**src/rtl/fetch_queue_dual.sv**
```systemverilog
// Dual-issue instruction prefetch queue: sequential fetch with credits,
// circular word buffer, two-wide head presentation and redirect flush.
module fetch_queue_dual #(
    parameter int unsigned DEPTH    = 12,
    parameter int unsigned MAX_OUT  = 4,
    parameter logic [31:0] RESET_PC = 32'h0
) (
    input  logic                         clk,
    input  logic                         rst,
    output logic                         mem_req,
    output logic [31:0]                  mem_addr,
    input  logic                         mem_gnt,
    input  logic                         mem_rvalid,
    input  logic [31:0]                  mem_rdata,
    input  logic [1:0]                   consume,
    input  logic                         redirect,
    input  logic [31:0]                  redirect_pc,
    output logic                         valid0,
    output logic                         valid1,
    output logic [31:0]                  instruction0,
    output logic [31:0]                  instruction1,
    output logic [31:0]                  pc0,
    output logic [31:0]                  pc1,
    output logic [$clog2(DEPTH+1)-1:0]   count
);

    localparam int CW = $clog2(DEPTH + 1);
    localparam int IW = (DEPTH > 1) ? $clog2(DEPTH) : 1;
    localparam int OW = $clog2(MAX_OUT + 1);

    logic [31:0]   data_q [DEPTH];
    logic [IW-1:0] head_q, head_d;
    logic [IW-1:0] tail_q, tail_d;
    logic [IW-1:0] head1;
    logic [CW-1:0] count_q, count_d;
    logic [OW-1:0] outst_q, outst_d;
    logic [OW-1:0] disc_q, disc_d;
    logic [31:0]   addr_q, addr_d;
    logic [31:0]   pc_q, pc_d;
    logic [31:0]   tgt_pc;
    logic [31:0]   credit;
    logic [1:0]    req_pop;
    logic [1:0]    pops;
    logic          grant;
    logic          push;
    logic          unused_pc_bits;

    function automatic logic [IW-1:0] wrap_add(input logic [IW-1:0] idx,
                                               input logic [1:0]    n);
        logic [IW:0] s;
        s = (IW+1)'(idx) + (IW+1)'(n);
        if (s >= (IW+1)'(DEPTH)) begin
            s = s - (IW+1)'(DEPTH);
        end
        return s[IW-1:0];
    endfunction

    assign unused_pc_bits = ^redirect_pc[1:0];
    assign tgt_pc         = {redirect_pc[31:2], 2'b00};

    always_comb begin
        req_pop = (consume == 2'd3) ? 2'd2 : consume;
        pops    = req_pop;
        if (CW'(req_pop) > count_q) begin
            pops = 2'(count_q);
        end
    end

    // Credits cover stored words plus every in-flight response, stale or not.
    assign credit  = 32'(count_q) + 32'(outst_q) - 32'(pops);
    assign mem_req = !rst && !redirect && (credit < DEPTH)
                     && (32'(outst_q) < MAX_OUT);
    assign grant   = mem_req && mem_gnt;
    assign push    = mem_rvalid && (disc_q == '0) && !redirect;

    always_comb begin
        head_d  = head_q;
        tail_d  = tail_q;
        count_d = count_q;
        outst_d = outst_q;
        disc_d  = disc_q;
        addr_d  = addr_q;
        pc_d    = pc_q;
        if (redirect) begin
            count_d = '0;
            head_d  = tail_q;
            pc_d    = tgt_pc;
            addr_d  = tgt_pc;
            outst_d = outst_q - OW'(mem_rvalid);
            disc_d  = outst_q - OW'(mem_rvalid);
        end else begin
            head_d  = wrap_add(head_q, pops);
            pc_d    = pc_q + (32'(pops) << 2);
            count_d = count_q + CW'(push) - CW'(pops);
            if (push) begin
                tail_d = wrap_add(tail_q, 2'd1);
            end
            if (grant) begin
                addr_d = addr_q + 32'd4;
            end
            outst_d = outst_q + OW'(grant) - OW'(mem_rvalid);
            if (mem_rvalid && (disc_q != '0)) begin
                disc_d = disc_q - OW'(1);
            end
        end
    end

    always_ff @(posedge clk or posedge rst) begin
        if (rst) begin
            head_q  <= '0;
            tail_q  <= '0;
            count_q <= '0;
            outst_q <= '0;
            disc_q  <= '0;
            addr_q  <= RESET_PC;
            pc_q    <= RESET_PC;
        end else begin
            head_q  <= head_d;
            tail_q  <= tail_d;
            count_q <= count_d;
            outst_q <= outst_d;
            disc_q  <= disc_d;
            addr_q  <= addr_d;
            pc_q    <= pc_d;
        end
    end

    always_ff @(posedge clk) begin
        if (push) begin
            data_q[tail_q] <= mem_rdata;
        end
    end

    assign head1        = wrap_add(head_q, 2'd1);
    assign valid0       = (count_q != '0);
    assign valid1       = (count_q >= CW'(2));
    assign instruction0 = valid0 ? data_q[head_q] : '0;
    assign instruction1 = valid1 ? data_q[head1] : '0;
    assign pc0          = pc_q;
    assign pc1          = pc_q + 32'd4;
    assign count        = count_q;
    assign mem_addr     = addr_q;

endmodule

```
**config.mk**
```make
export PLATFORM = sky130hd
export DESIGN_NAME = fetch_queue_dual
export DESIGN_NICKNAME = d
export VERILOG_FILES = /design/src/rtl/fetch_queue_dual.sv
export SDC_FILE = /design/constraint.sdc
export NUM_CORES = 1
export LEC_CHECK = 0
export CAP_MARGIN = 20
export CORE_MARGIN = 2
export CORE_UTILIZATION = 53
export CTS_CLUSTER_SIZE = 12
export DETAILED_ROUTE_END_ITERATION = 10
export PLACE_DENSITY_LB_ADDON = 0.15
export SLEW_MARGIN = 30
export SYNTH_ARGS = -nofsm -noshare
export SYNTH_HDL_FRONTEND = slang
export SYNTH_SLANG_ARGS = --single-unit
export TNS_END_PERCENT = 10
```
**constraint.sdc**
```tcl
create_clock -name clk -period 5.45 [get_ports clk]
set_clock_uncertainty 0.2 [all_clocks]
set_input_delay 1.09 -clock clk [delete_from_list [all_inputs] [get_ports clk]]
set_output_delay 1.09 -clock clk [all_outputs]
set_load 0.05 [all_outputs]
```
==> results.md, run 1 <==
- H-tree depth: 2
- WHS Path Cells: 1
- Worst R2R End: outst_q[2]$_DFF_PP0_
- Post-DP Area: 27900 um2
- Post-route DRC: 0
- EDFF count, synth: 384
- Hold-fix buffers at CTS: 0
- Standard-cell row count: 79
- # fillers: 3530
- Hold WS: 0.351 ns
- Initial antenna violation count: 3
- DR vias/cell: 6.53
- Hold Path Class: reg -> reg
- Maxcap violations: 0
- Vias in the first global route: 17669
- Final Critical Period: 5.32 ns
- Initial drt markers: 1586
- Clock power share: 18.5%
- Clock slew seen by the registers of the worst setup and hold paths: 0.06 ns
- Sw power: 8010 uW
- WL per Instance: 25.8 um
- Longest Clk Path Bufs: 3
- Total congestion overflow: 0
- Hpwl dp: 44300 um
- Worst Setup SP: consume[1]
- Top_reg_cell synth: edfxtp_1
- Drt first pass iters: 6
- Largest net degree at the start of global routing: 143
- Slew margin rel.: 32.8%
- Slew @ Worst Pin: 1.01 ns
- Peak VDD IR: 0.498 mV
- IO buf count: 229
- First-pass GRT wire length: 106000 um
- GRT Overall Usage: 29.2%
- Logic gate share of total power: 57.6%
- Num CTS Buffers: 50
- DP Cell Count: 2637
- Critical path's slowest cell: or4_4
- Final net count: 2198
- R2r setup slk: 0.61 ns
- RSZ-0062 raised after global routing: no
- Hold endpoint: mem_addr[31]$_DFFE_PP0N_
- Root Driver: clkbuf_16
- GP Congestion: 0.875
- Sw Share: 44.9%
- Sequential power share: 23.9%
- LEAKAGE: 0.0109 uW
- Mapped cell area: 24700 um2
- Die ar.: 48400 um2
- Startpoint Class: input port
- Die Width: 220 um
- Most frequent standard cell in the layout excluding fill and tap cells: edfxtp_1
- Status: complete, no violations
- Slew Viols, Final: 0
- Fmax: 188 MHz
- FF-to-FF Start: count[1]$_DFF_PP0_
- Crit-path cells: clkbuf_2 > nand2b_4 > ha_4 > nand2_4 > o211a_1 > nor2_1 > a21o_1 > ha_2 > inv_1 > ha_1 > and3b_1 > or4_4 > a311oi_2 > nand2_1 > nor2_2 > buf_12
- Max incr delay on CP: 0.55 ns
- CTS Sinks: 462
- Worst EP arrival: 4.03 ns
- Top-Level Pins: 238
- Seq/Total Area, Yosys: 54.5%
- Syn Area/Cell: 13.2 um2
- # setup viols final: 0
- Async SR Flop Fraction: 16.9%
- Core box area: 46400 um2
- Period utilisation layout: 97.7%
- TritonCTS clock tree: built
- Final Hold Viols: 0
- Most frequent cells in the layout: 384 x edfxtp_1, 194 x mux2i_1, 193 x clkdlybuf4s50_1
- CP Capture Type: output pin
- Hold wc startpoint: mem_addr[31]$_DFFE_PP0N_
- Die height: 220 um
- WP data required: 4.16 ns
- CP max FO: 4
- Share of cells above drive strength 1: 16.8%
- Yosys reg bits: 462
- Via Count: 17817
- Critical Setup Path Class: in -> out
- ANT nets after route: 0
- Non-filler cells, final: 2729
- Worst-skew pair later-pin latency: 0.59 ns
- Worst R2R Path Depth: 21
- Drt total wl: 70400 um
- Pwr Density: 605 nW/um2
- Post-route design area: 29500 um2
- Yosys warns: 0
- P&R area growth vs syn: 19.3%
- Count of cell types in the netlist: 68
- Pint: 9830 uW
- Initial core utilization: 53.4%
- Cells after synthesis: 1870
## final cells by class
| type | count | area [um2] | share of cell area (%) |
|---|---|---|---|
| multi-input combinational | 1229 | 10700 | 36.2 |
| antenna | 1 | 2.50 | 0.00848 |
| inverter | 39 | 151 | 0.513 |
| clock inverter | 24 | 240 | 0.814 |
| sequential | 462 | 13500 | 45.7 |
| clock buffer | 62 | 1320 | 4.46 |
| timing repair buffer | 305 | 2860 | 9.67 |
| tap | 607 | 759 | 2.57 |
## through the flow
step / TNS [ns] / util [%] / power (uW) / setup WS (ns)
floorplan: -0.428 / - / 11400 / -0.219
global placement: -0.760 / 60.1 / 14300 / -0.335
global route: 0 / 63.7 / 18600 / 0.00445
detailed placement: -0.959 / 60.1 / 14500 / -0.406
CTS: -0.0982 / 63.5 / 17800 / -0.0982
finish: 0 / 63.7 / 17800 / 0.125
## registers in the layout (all words and copies together), names as in the netlist
register and flops:
count 4, data_q 384, disc_q 3, head_q 4, mem_addr 30, outst_q 3, pc0 30, tail_q 4
## worst max-delay path by stage
stage / end / slack (ns)
after floorplan: outst_q[2]$_DFF_PP0_ / -0.22
after global placement: outst_q[2]$_DFF_PP0_ / -0.34
after detailed placement: outst_q[2]$_DFF_PP0_ / -0.41
after CTS: mem_req / -0.1
after global routing: mem_req / 0.004
final: mem_req / 0.13
## timing repair
item	in CTS	in global routing
endpoints found under the setup margin	19	8
setup buffers	1	4
gates resized for setup	5	10
endpoints found under the hold margin	0	0
pin swaps	4	10
## logic make-up (layout without fill, tap and decap cells)
kind of cell             Yosys count  count (layout)  synth area share (%)
buffers and inverters            184             430                  3.01
adder cells (fa/ha/maj)           40              40                  2.11
AND/OR/NAND/NOR                  456             456                  9.29
multiplexers                     329             329                  19.9
flip-flops                       462             462                  54.5
other                              1               7                0.0152
AO/OA/AOI/OAI                    328             328                  8.73
XOR/XNOR                          70              70                  2.48
## synthesized netlist by cell type (all sizes together) (39+ instances only)
| cell type | number | area (um2) |
|---|---|---|
| or3 | 41 | 257 |
| nor3 | 53 | 277 |
| inv | 39 | 146 |
| xnor2 | 45 | 394 |
| clkbuf | 91 | 342 |
| mux2i | 195 | 1950 |
| a21oi | 83 | 415 |
| and3 | 47 | 294 |
| mux4 | 129 | 2910 |
| dfrtp | 78 | 1950 |
| edfxtp | 384 | 11500 |
| nor2 | 78 | 293 |
| buf | 54 | 258 |
| nand2 | 126 | 473 |
| o22ai | 63 | 394 |
## power by group through the flow
| stage | logic (uW) | registers [uW] | clock network (uW) |
|---|---|---|---|
| finish | 10300 | 4260 | 3310 |
| global route | 10900 | 4280 | 3480 |
| CTS | 10200 | 4250 | 3340 |
| detailed placement | 10200 | 4320 | 0 |
| global placement | 10000 | 4310 | 0 |
| floorplan | 6960 | 4440 | 0 |
## critical path: cells and delay by family
family,cells,cell delay (ns)
adders and majority gates,3,0.71
and+or+nand+nor,7,1.35
buffers and inverters,3,0.34
AOI/OAI and AO/OA,3,0.56
## routing by layer
| layer | vias up | wire length (um) | global-route usage (%) |
|---|---|---|---|
| met2 | 873 | 34100 | 47.7 |
| met1 | 8994 | 28400 | 39.7 |
| met4 | 4 | 2310 | 11.3 |
| met5 | - | 23 | 0 |
| met3 | 171 | 5600 | 4.44 |
| li1 | 7775 | - | - |
(Power assumes the default switching activity.)
==> run 2: changes to the inputs <==
- ABC_CLOCK_PERIOD_IN_PS: default -> 4800
- clock period: 5.45 -> 4.8 ns (I/O delays scaled with it)
==> results.md, run 2 (same netlist as run 1, synthesis figures left out) <==
- Drt total wl: 72100 um (+2.4%)
- Share of cells above drive strength 1: 19.9% (+3.1 points)
- Pre-CTS setup slack: -0.882 ns (-0.476 ns)
- TritonCTS clock tree: built
- Peak VDD IR: 0.690 mV (+39%)
- Post-route design area: 30400 um2 (+3.0%)
- Final net count: 2232 (+1.5%)
- Initial antenna violation count: 0 (-3)
- Setup tns final: -0.123 ns (-0.123 ns)
- Hold Path Class: reg -> reg
- Antenna diodes: 0 (-1)
- First-pass GRT wire length: 107000 um (+1.5%)
- Core box area: 46400 um2 (unchanged)
- Logic gate share of total power: 59.8% (+2.2 points)
- Pwr Density: 704 nW/um2 (+16%)
- H-tree depth: 2 (unchanged)
- Pint: 12000 uW (+22%)
- Final Critical Period: 4.92 ns
- Standard-cell row count: 79 (unchanged)
- Sw power: 9430 uW (+18%)
- Final Hold Viols: 0 (unchanged)
- Top-Level Pins: 238 (unchanged)
- # setup viols final: 1 (+1)
- Slew margin rel.: 44.0% (+11 points)
- Longest Clk Path Bufs: 3 (unchanged)
- GRT Overall Usage: 29.6% (+0.44 points)
- Initial drt markers: 1769 (+12%)
- Die Width: 220 um (unchanged)
- Status: finished, violations left
- RSZ-0062 raised after global routing: yes
- Sw Share: 44.1% (-0.82 points)
- Non-filler cells, final: 2767 (+1.4%)
- Clock power share: 17.7% (-0.8 points)
- Worst R2R Path Depth: 19 (-9.5%)
- Vias in the first global route: 18007 (+1.9%)
- Maxcap violations: 0 (unchanged)
- Post-DP Area: 28100 um2 (+0.79%)
- WHS Path Cells: 1 (unchanged)
- Clock slew seen by the registers of the worst setup and hold paths: 0.06 ns (about the same)
- Post-route DRC: 0 (unchanged)
- Slew Viols, Final: 0 (unchanged)
- Total congestion overflow: 0 (unchanged)
- Critical Setup Path Class: in -> out
- Max FFs per register: 384 (unchanged)
- WL per Instance: 26.1 um (+1.0%)
- Via Count: 18086 (+1.5%)
- Sequential power share: 22.5% (-1.4 points)
- Hpwl dp: 44400 um (+0.42%)
- Period utilisation layout: 103%
- Slew @ Worst Pin: 0.832 ns (-0.176 ns)
- Worst EP arrival: 3.76 ns (-0.27 ns)
- Util after Layout: 65.6% (+1.9 points)
- DR vias/cell: 6.54 (+0.12%)
- Root Driver: clkbuf_16
- Biggest register: data_q
- P&R area growth vs syn: 22.9%
- Fmax: 203 MHz
- Largest net degree at the start of global routing: 126 (-12%)
- Die height: 220 um (unchanged)
- Worst-skew pair later-pin latency: 0.60 ns (about the same)
- Final setup margin: -0.123 ns (-0.248 ns)
- ANT nets after route: 0 (unchanged)
- Most frequent cells in the layout: 384 x edfxtp_1, 188 x mux2i_1, 180 x clkdlybuf4s50_1
- Most frequent standard cell in the layout excluding fill and tap cells: edfxtp_1
- CTS Sinks: 462 (unchanged)
- WP data required: 3.64 ns (-0.52 ns)
- CP Capture Type: output pin
- Drt first pass iters: 6 (unchanged)
- Hold-fix buffers at CTS: 0 (unchanged)
- Num CTS Buffers: 50 (unchanged)
- LEAKAGE: 0.0112 uW (+3.3%)
- Die ar.: 48400 um2 (unchanged)
- CP max FO: 3 (-1)
- GP Congestion: 0.871 (-0.48%)
- DP Cell Count: 2652 (+0.57%)
- Startpoint Class: input port
- Initial core utilization: 53.4% (unchanged)
- IO buf count: 229 (unchanged)
- Violated checks: setup timing
==> run 2: cell count changes in the layout (fill, tap and decap cells not counted), sizes merged, moves of 2 or more <==
cell | previous run | this run
buf | 110 | 144
clkdlybuf4s50 | 193 | 180
dlymetal6s2s | 1 | 4
dlygate4sd2 | 0 | 6
clkbuf | 63 | 71
inv | 39 | 41
==> run 2: worst paths after layout <==
path                                     startpoint                  endpoint  slack [ns]
max in group asynchronous                       rst         pc0[25]$_DFF_PP0_        2.94
min                        mem_addr[22]$_DFFE_PP0N_  mem_addr[22]$_DFFE_PP0N_        0.37
max                                      consume[1]                   mem_req       -0.12
min in group asynchronous                       rst        count[0]$_DFF_PP0_        0.69
min reg2reg                mem_addr[22]$_DFFE_PP0N_  mem_addr[22]$_DFFE_PP0N_        0.37
max reg2reg                      count[1]$_DFF_PP0_      outst_q[2]$_DFF_PP0_        0.20
==> run 2: what timing repair did <==
| action | in CTS | in global routing |
|---|---|---|
| gates resized for setup | 56 | 62 |
| setup buffers | 14 | 5 |
| setup endpoints to repair | 47 | 45 |
| pin swaps | 16 | 14 |
| gates cloned | 2 | 3 |
==> run 2: final cells by class <==
type                       instances  area, um2
clock buffer                      67       1320
clock inverter                    24        283
fill                            3428      15900
inverter                          39        151
multi-input combinational       1229      10900
sequential                       462      13500
tap                              607        759
timing repair buffer             339       3530
==> run 2: through the flow <==
| step | total power [uW] | hold WS [ns] |
|---|---|---|
| global placement | 16300 | 0.336 |
| floorplan | 12900 | 0.325 |
| CTS | 20900 | 0.364 |
| detailed placement | 16500 | 0.352 |
| finish | 21400 | 0.370 |
| global route | 22300 | 0.392 |
==> run 2: routing by layer <==
metal / share of wire [%] / track usage [%] / vias to the layer above
met4: 3.1 / 11.2 / 0
met2: 49 / 49.0 / 907
met3: 8.3 / 4.83 / 143
met1: 40 / 39.6 / 9198
met5: 0 / 0 / -
li1: - / - / 7838
==> run 2: power groups by stage <==
stage / clock, uW / sequential (uW) / combinational (uW)
6_report: 3790 / 4810 / 12800
5_1_grt: 4000 / 4830 / 13500
4_1_cts: 3850 / 4790 / 12200
3_5_place_dp: 0 / 4870 / 11600
3_3_place_gp: 0 / 4860 / 11500
2_1_floorplan: 0 / 5040 / 7900
==> run 2: critical path, stage by stage <==
cell	delay, ns
buf_6	0.10
ha_4	0.24
nor2b_4	0.13
o211ai_1	0.24
nand2_1	0.15
ha_4	0.18
or2_4	0.25
ha_4	0.22
or4_4	0.55
a311oi_2	0.29
nand2_1	0.13
nor2_2	0.15
buf_12	0.16
==> run 3: changes to the inputs <==
- REMOVE_ABC_BUFFERS: default -> 1
==> results.md, run 3 (same netlist as run 1, synthesis figures left out) <==
- Initial antenna violation count: 3 (+3)
- Fmax: 205 MHz (+0.95%)
- ANT nets after route: 0 (unchanged)
- Die Width: 220 um (unchanged)
- Pre-CTS setup slack: -1.10 ns (-0.213 ns)
- Post-DP Area: 28100 um2 (about the same)
- Final Critical Period: 4.88 ns (-0.0463 ns)
- Longest Clk Path Bufs: 3 (unchanged)
- Hold Path Class: reg -> reg
- Most frequent cells in the layout: 384 x edfxtp_1, 193 x mux2i_1, 188 x clkdlybuf4s50_1
- Initial drt markers: 1661 (-6.1%)
- Worst EP arrival: 3.72 ns (-0.04 ns)
- CTS Sinks: 462 (unchanged)
- Via Count: 17932 (-0.85%)
- Num CTS Buffers: 49 (-2.0%)
- CP max FO: 3 (unchanged)
- Busiest grt layer: met2
- Hold wc startpoint: mem_addr[31]$_DFFE_PP0N_
- Die height: 220 um (unchanged)
- CP Capture Type: output pin
- Util after Layout: 65.1% (-0.51 points)
- Standard-cell row count: 79 (unchanged)
- Top-Level Pins: 238 (unchanged)
- Final net count: 2238 (+0.27%)
- Largest net degree at the start of global routing: 87 (-31%)
- Share of cells above drive strength 1: 19.4% (-0.54 points)
- DR vias/cell: 6.47 (-1.0%)
- GRT met3 Usage: 6.49% (+1.7 points)
- Clock slew seen by the registers of the worst setup and hold paths: 0.06 ns (about the same)
- Post-route DRC: 0 (unchanged)
- # setup viols final: 1 (unchanged)
- Slew @ Worst Pin: 0.842 ns (+0.00975 ns)
- GP Congestion: 0.895 (+2.8%)
- Hpwl dp: 44400 um (-0.14%)
- Worst-skew pair later-pin latency: 0.59 ns (about the same)
- LEAKAGE: 0.0112 uW (-0.67%)
- Status: finished, violations left
- Biggest register: data_q
- Maxcap violations: 0 (unchanged)
- First-pass GRT wire length: 107000 um (-0.23%)
- Max FFs per register: 384 (unchanged)
- Final setup margin: -0.0765 ns (+0.0463 ns)
- R2r setup slk: 0.06 ns (-0.14 ns)
- P&R area growth vs syn: 22.0%
- WP data required: 3.64 ns (about the same)
- Drt total wl: 71600 um (-0.73%)
- WL per Instance: 25.8 um (-0.91%)
- # fillers: 3445 (+0.50%)
- IO buf count: 229 (unchanged)
- Setup tns final: -0.0765 ns (+0.0463 ns)
- Register Area: 13500 um2 (unchanged)
- Die ar.: 48400 um2 (unchanged)
- Initial core utilization: 53.4% (unchanged)
- Hold WS: 0.342 ns (-0.0283 ns)
- Met2 Use GR: 49.0% (-0.073 points)
- Worst R2R Path Depth: 20 (+1)
- Drt first pass iters: 5 (-1)
- Core box area: 46400 um2 (unchanged)
- Worst R2R End: outst_q[2]$_DFF_PP0_
- Slew Viols, Final: 0 (unchanged)
- Violated checks: setup timing
- Final Hold Viols: 0 (unchanged)
- Critical Setup Path Class: in -> out
- Most frequent standard cell in the layout excluding fill and tap cells: edfxtp_1
- Worst Setup SP: consume[1]
- Slew margin rel.: 43.4% (-0.57 points)
- Root Driver: clkbuf_16
- Global-route met1 utilization: 39.4% (-0.15 points)
- H-tree depth: 2 (unchanged)
- Total congestion overflow: 0 (unchanged)
- GRT Overall Usage: 29.7% (+0.034 points)
- Startpoint Class: input port
- WHS Path Cells: 1 (unchanged)
- Pwr Density: 688 nW/um2 (-2.2%)
- Peak VDD IR: 0.594 mV (-14%)
- FF-to-FF Start: count[1]$_DFF_PP0_
- Hold-fix buffers at CTS: 0 (unchanged)
- TritonCTS clock tree: built
- Post-route design area: 30200 um2 (-0.78%)
- Hold endpoint: mem_addr[31]$_DFFE_PP0N_
- Vias in the first global route: 18132 (+0.69%)
- RSZ-0062 raised after global routing: yes
- Multi-input gate area: 10800 um2 (-0.48%)
- Period utilisation layout: 102% (-0.97 points)
run 3: cell types whose count changed in the layout (fill, tap and decap cells not counted), moves of 3 or more:
| cell | delta |
|---|---|
| buf_16 | -3 |
| buf_12 | +3 |
| bufinv_16 | -4 |
| o22ai_1 | -3 |
| buf_6 | -17 |
| clkinv_2 | +3 |
| mux2i_1 | +5 |
| buf_4 | +24 |
| dlygate4sd2_1 | -6 |
| or3_1 | +12 |
| clkdlybuf4s50_1 | +8 |
| mux2i_2 | -4 |
| or3_4 | -12 |
run 3: repair_timing:
item                       4_1_cts  5_1_grt
cloned                           2        3
gates resized for setup         56       31
setup endpoints to repair       35       38
setup buffers                   19        8
pin swaps                       17       22
run 3: worst max-delay path: stages:
cell	delay, ns
buf_8	0.10
nand2b_4	0.14
ha_4	0.24
nand2_4	0.06
o211a_1	0.19
nor2_1	0.05
a21o_1	0.17
ha_2	0.17
inv_2	0.06
ha_4	0.18
and3b_1	0.18
or4_4	0.49
a311oi_2	0.31
nand2_2	0.13
nor2_4	0.13
buf_12	0.15
run 3: routing by layer:
layer | part of all wire, % | up-vias
met3 | 9.4 | 163
met5 | 0 | -
met2 | 48 | 885
met1 | 39 | 9022
li1 | - | 7862
met4 | 2.9 | 0
run 3: stage by stage:
step | power (uW) | std cells
after floorplan | 13000 | 1730
after global placement | 16200 | 2653
after detailed placement | 16400 | 2653
after CTS | 20400 | 2760
after global routing | 21700 | 2770
final | 20800 | 2772
run 3: power breakdown:
| group | switching [uW] | leakage, uW | internal [uW] | total, uW |
|---|---|---|---|---|
| Clock | 1510 | 0.000710 | 1980 | 3490 |
| Combinational | 7500 | 0.00607 | 4970 | 12500 |
| Sequential | 249 | 0.00437 | 4560 | 4810 |
| Total | 9260 | 0.0112 | 11500 | 20800 |
run 3: how the worst max path moves through the flow:
stage                           end
4_1_cts                     mem_req
3_5_place_dp   outst_q[2]$_DFF_PP0_
3_3_place_gp   outst_q[2]$_DFF_PP0_
5_1_grt                     mem_req
6_report                    mem_req
2_1_floorplan      instruction1[30]
run 3: layout make-up:
class | instances | share of cell area [%]
flip-flops and latches | 462 | 44.7
multi-input cells | 1229 | 35.9
repair buffers | 346 | 11.5
clock buffers | 69 | 4.42
well taps | 607 | 2.52
inverters | 39 | 0.502
clock inverters | 18 | 0.398
diodes | 2 | 0.0166
